### config.mk
export PLATFORM = sky130hd
export DESIGN_NAME = tt_um_pwm_generator_verilog
export DESIGN_NICKNAME = d
export VERILOG_FILES = /design/src/rtl/tt_um_pwm_generator_verilog.sv
export SDC_FILE = /design/constraint.sdc
export NUM_CORES = 1
export LEC_CHECK = 0
export ABC_AREA = 1
export BUFFER_PORTS_ARGS = -buffer_cell sky130_fd_sc_hd__buf_2
export CAP_MARGIN = 20
export CORE_ASPECT_RATIO = 0.75
export CORE_MARGIN = 1.5
export CORE_UTILIZATION = 48
export DETAILED_ROUTE_END_ITERATION = 8
export PLACE_DENSITY = 0.63
export SYNTH_ARGS = -nofsm -noshare
export SYNTH_HDL_FRONTEND = slang
export SYNTH_SLANG_ARGS = --single-unit
### constraint.sdc
create_clock -name clk -period 2.4 [get_ports clk]
set_clock_uncertainty 0.05 [all_clocks]
set_input_delay 0.36 -clock clk [delete_from_list [all_inputs] [get_ports clk]]
set_output_delay 0.36 -clock clk [all_outputs]
set_load 0.01 [all_outputs]
### src/rtl/tt_um_pwm_generator_verilog.sv
// tt_um_pwm_generator_verilog: 10-cycle PWM whose duty (0..10) is stepped by two debounced buttons
//   clk              rising-edge system clock
//   rst_n            asynchronous reset, active-high despite the name
//   ena              harness enable, no functional effect
//   ui_increase_duty raw increase button (async, may bounce)
//   ui_decrease_duty raw decrease button (async, may bounce)
//   uo_PWM_OUT       registered PWM waveform
module tt_um_pwm_generator_verilog (
  input  logic clk,
  input  logic rst_n,
  input  logic ena,
  input  logic ui_increase_duty,
  input  logic ui_decrease_duty,
  output logic uo_PWM_OUT
);
  logic [1:0] pre_q;
  logic [1:0] meta_q, sync_q;
  logic [2:0] inc_sh_q, inc_sh_d, dec_sh_q, dec_sh_d;
  logic [3:0] cnt_q, cnt_d, duty_q, duty_d;
  logic       pwm_q, tick, inc_p, dec_p;
  logic       unused_ena;
  assign unused_ena = ena;
  assign tick = pre_q == 2'd3;
  assign inc_sh_d = tick ? {inc_sh_q[1:0], sync_q[0]} : inc_sh_q;
  assign dec_sh_d = tick ? {dec_sh_q[1:0], sync_q[1]} : dec_sh_q;
  // a press is a 0->1->1 pattern over three tick samples, seen on the freshly shifted value
  assign inc_p = tick & inc_sh_d[1] & inc_sh_d[0] & ~inc_sh_d[2];
  assign dec_p = tick & dec_sh_d[1] & dec_sh_d[0] & ~dec_sh_d[2];
  always_comb begin
    cnt_d  = cnt_q == 4'd9 ? 4'd0 : cnt_q + 4'd1;
    duty_d = (inc_p & ~dec_p & duty_q != 4'd10) ? duty_q + 4'd1 :
             (dec_p & ~inc_p & duty_q != 4'd0)  ? duty_q - 4'd1 : duty_q;
  end
  always_ff @(posedge clk or posedge rst_n)
    if (rst_n) begin
      pre_q    <= '0;
      meta_q   <= '0;
      sync_q   <= '0;
      inc_sh_q <= '0;
      dec_sh_q <= '0;
      cnt_q    <= '0;
      duty_q   <= 4'd5;
      pwm_q    <= 1'b0;
    end else begin
      pre_q    <= pre_q + 2'd1;
      meta_q   <= {ui_decrease_duty, ui_increase_duty};
      sync_q   <= meta_q;
      inc_sh_q <= inc_sh_d;
      dec_sh_q <= dec_sh_d;
      cnt_q    <= cnt_d;
      duty_q   <= duty_d;
      pwm_q    <= cnt_q < duty_q;
    end
  assign uo_PWM_OUT = pwm_q;
endmodule

# == Word-level counts from Yosys, hierarchy flattened ==
# Cells that the tools add are included.
# classes
add_sub_neg,4
magnitude_cmp,1
n_eq_ne,3
mux,5
n_bitwise,14
reduce_logical,2
# ops
op,n
two-way mux 4 bit,3
bitwise AND 1 bit,10
adder 4 x 1 -> 4 bit (second input constant),2
two-way mux 3 bit,2
== test 4 bit (second input constant),1
< comparator 4 bit,1
inequality test 4 bit (second input constant),1
inverter 1 bit,4
nonzero test 4 bit,1
subtractor 4 x 1 -> 4 bit (second input constant),1
adder 2 x 1 -> 2 bit (second input constant),1
== test 2 bit (second input constant),1
nonzero test 2 bit,1
# word_totals
reg_bits,21
input_bits,5
output_inout_bits,1

# == Depth between registers and ports, before layout ==
# depth
ltp_word,10
depth_mapped,15
mapped_depth_nobuf,15

# == Least setup slack after synthesis ==
# OpenSTA, ideal clock, no wires.
# synth_path
path_kind,flip-flop to flip-flop
from,register pre_q[0]
to,register duty_q[3]
setup_time_ps,117
arrival_ps,1800
required_time_ps,2233
path_slack_ps,433
path_stages_with_launch,15
n_path_buf,0
synth_period_minus_slack_ps,1967
path_cell_list,dfrtp_1 > ha_1 > nand2_1 > nand2_1 > nor2_4 > nand3_2 > ha_1 > nand2_1 > nand2_1 > nor2_1 > inv_1 > nand4_1 > nand2_1 > nand2_1 > nand2_1
# synth_between
elab_chain_cells,9
# synth_rtl
element,line,source
start: declaration,16,logic [1:0] pre_q;
start signal: assignment,45,pre_q <= pre_q + 2'd1;
== test 2 bit *,23,assign tick = pre_q == 2'd3;
two-way mux 3 bit (on tied branches),"25, 24",
bitwise AND 1 bit (on tied branches) (3 in a row),"28, 27",
inverter 1 bit (on tied branches),"31, 32",
bitwise AND 1 bit (on tied branches) (2 in a row),"31, 32",
two-way mux 4 bit or nonzero test 2 bit (tied branches),-,
end signal: assignment,51,duty_q <= duty_d;
end: declaration,19,"logic [3:0] cnt_q, cnt_d, duty_q, duty_d;"
# Every way passes the cells marked *; elsewhere a longest branch is shown, timed or not.
# A chain may end at the register's enable or synchronous reset.

# == Worst setup path after layout ==
# Same ends and word-level chain as after synthesis.

==> results by group <==
Detailed routing
  – WL met3: 26 µm
  – Wire per inst: 9.96 µm
  – DR top layer: met4
  – Vias: 582
  – Met2 routed WL: 531 µm
  – Number of remaining DRC errors: 0
  – Metal1 wirelength: 693 µm
  – Vias per cell: 4.58
  – DRT Wirelength: roughly 1300 µm
  – Detailed Route Iter0 Violations: 13
  – Initial DRT Pass Iterations: 4
  – Post-route ant nets: 0

Setup path
  – Critical Path Fanout Max: 5
  – Critical setup path kind: flop to flop
  – CP endpoint kind: flop
  – R2r worst-path depth: 14
  – CP Depth: 14
  – CP arrival: 2.28 ns
  – Cell mode on critical path: nand2_1
  – Worst-path cell chain: ha_1 -> nand2_1 -> nand2_1 -> nor2_4 -> nand3_2 -> ha_1 -> nand2_1 -> nand2_1 -> nor2_1 -> inv_1 -> nand4_1 -> nand2_1 -> nand2_1 -> nand2_1
  – CP Launch Type: flop
  – RR Startpoint: pre_q[0]$_DFF_PP0_
  – Max incr delay on CP: 0.40 ns
  – R2r endpoint: duty_q[3]$_DFFE_PP0P_
  – R2R setup slack: 0.26 ns
  – Bufs and invs on worst path: 1
  – Worst path required time: 2.54 ns
  – CP max stage cell: dfrtp_1
  – CP delay by family, top: simple AND/OR/NAND/NOR gates

Synthesis
  – Post-Syn Instances: 97
  – Synthesized area: a little over 900 µm²
  – Seq/Total Area, Yosys: 0.522
  – Yosys top cell area share: 0.464
  – Yosys top cell by area: dfrtp_1
  – Top cells by area, synth: dfrtp_1 46%, ha_1 9.6%, nand2_1 9.0%, inv_1 7.4%, dfstp_2 5.7%
  – Synth cell types: 19
  – Post-Syn Nets: 110
  – Yosys reg bits: 19
  – Synth warnings: 0
  – Mean Syn Cell Area: 9.44 µm²

Power
  – Sw Share: 0.322
  – Sw Pwr: between 0.0002 and 0.0003 W
  – Power Dens Cells: 799 nW/µm²
  – VDD IR max: 0.000500 V
  – Pint: between 0.0005 and 0.0006 W
  – Seq pwr share: 0.541
  – Comb pwr share: 0.268
  – Clock power share: 0.192
  – Pleak: 0.513 nW

Clocking
  – TritonCTS Buffers: 3
  – Root Buffer: clkbuf_4
  – Bufs on Longest Clock Path: 2
  – Worst-path clk slew: 0.10 ns
  – Later-pin clock latency in the skew report: 0.29 ns
  – Setup bufs post-CTS: 0
  – Sink Count: 19
  – CTS tree: done
  – Hold buffers post-CTS: 0
  – H-Tree Level Count: 1
  – Post-cts resize count: 0

STA
  – WHS: 0.114 ns
  – Final Cycle Share: 0.891
  – Pin slew with the least headroom to its limit: 0.703 ns
  – Final Hold Vio Count: 0
  – Final Critical Period: 2.14 ns
  – Max_slew headroom: 0.531
  – Final Setup Violations: 0
  – TNS Setup: 0 ns
  – Max Freq: 468 MHz
  – Final slew viol count: 0
  – Unrepaired setup endpoints after global routing: no

GRT
  – Remaining global-route overflow: 0
  – Vias in the first global route: 505
  – Initial antenna violation count: 0
  – First-pass GRT wire length: 2120 µm
  – Largest net degree at the start of global routing: 20
  – All-layer global routing usage: 0.148

Die
  – Cell Rows: 13
  – I/O pins: 6
  – Die Y: ~41 µm
  – Core box area: 1760 µm²
  – Initial core utilization: 0.521
  – Die width: 53.4 µm
  – Area of the die: 2180 µm²

Cells and area
  – Share of cells above drive strength 1: 0.143
  – Fillers: 148
  – Final core occ: 0.563
  – Layout area overhead: 8.06%
  – Nets: 119
  – ANT cells: 0

Placed design
  – Gp weighted congestion: 0.714
  – Detailed Place HPWL: slightly below 1000 µm
  – Port buffer count: 4

Run
  – MaxCap Viol Count: 0

Worst hold path
  – Worst hold-check path type: input pin to asynchronous set/reset pin

Outcome
  – Status: finished clean
## power groups by stage
stage	sequential [W]	combinational [W]	clock, W
floorplan	0.000428	0.000164	0
global placement	0.000434	0.000208	0
detailed placement	0.000435	0.000213	0
CTS	0.000428	0.000215	0.000167
global route	0.000435	0.000250	0.000181
finish	0.000428	0.000212	0.000152
## routing by layer
layer	vias to the layer above	GRT usage
met5	-	0
met4	0	0.0769
met3	2	0.0547
met2	4	0.213
met1	259	0.198
li1	317	-
## worst max path at each step
stage | start | to | slack, ns
3_3_place_gp | pre_q[0]$_DFF_PP0_ | duty_q[3]$_DFFE_PP0P_ | 0.27
4_1_cts | pre_q[0]$_DFF_PP0_ | duty_q[3]$_DFFE_PP0P_ | 0.23
5_1_grt | pre_q[0]$_DFF_PP0_ | duty_q[3]$_DFFE_PP0P_ | 0.05
2_1_floorplan | pre_q[0]$_DFF_PP0_ | duty_q[3]$_DFFE_PP0P_ | 0.43
6_report | pre_q[0]$_DFF_PP0_ | duty_q[3]$_DFFE_PP0P_ | 0.26
3_5_place_dp | pre_q[0]$_DFF_PP0_ | duty_q[3]$_DFFE_PP0P_ | 0.23
## registers in the layout, indices dropped and copies added, names as in the netlist
name / count
dec_sh_q: 2
sync_q: 2
cnt_q: 4
duty_q: 4
meta_q: 2
pre_q: 2
uo_PWM_OUT: 1
inc_sh_q: 2
## layout make-up
| cell class | instances | area (µm²) | area share |
|---|---|---|---|
| inverter | 18 | 67.6 | 0.0683 |
| tap | 22 | 27.5 | 0.0278 |
| clock buffer | 4 | 26.3 | 0.0265 |
| multi-input combinational | 60 | 370 | 0.374 |
| timing repair buffer | 4 | 20.0 | 0.0202 |
| sequential | 19 | 478 | 0.483 |
## per-stage QoR
step / instance area, µm² / worst slack [ns] / power (W) / cells
floorplan: 916 / 0.433 / 0.000591 / 97
global placement: 963 / 0.271 / 0.000641 / 123
detailed placement: 963 / 0.235 / 0.000648 / 123
CTS: 990 / 0.226 / 0.000810 / 127
global route: 990 / 0.0485 / 0.000866 / 127
finish: 990 / 0.262 / 0.000791 / 127
## cells by family after synthesis
| logic type | count (synthesis) | share of synthesized area |
|---|---|---|
| xor+xnor | 2 | 0.0273 |
| simple gates | 39 | 0.193 |
| fa+ha+maj | 8 | 0.117 |
| flops | 19 | 0.522 |
| compound gates | 11 | 0.0669 |
| buf+inv | 18 | 0.0738 |
## synthesized netlist by cell type, drive strengths merged
library cell	number
ha	7
xor2	2
a21o	1
inv	18
a21oi	4
fa	1
o21ai	5
nor2	9
nand3	6
dfrtp	17
nand2	23
dfstp	2
o22a	1
nand4	1
## layout by cell type, fill, tap and decap left out, drive strengths merged
master   n
nand4    1
nor2     9
buf      4
clkbuf   4
a21o     1
o21ai    5
fa       1
xor2     2
inv     18
o22a     1
dfrtp   17
nand2   23
a21oi    4
dfstp    2
ha       7
nand3    6
Note: power is estimated with default switching activity, not from simulation.
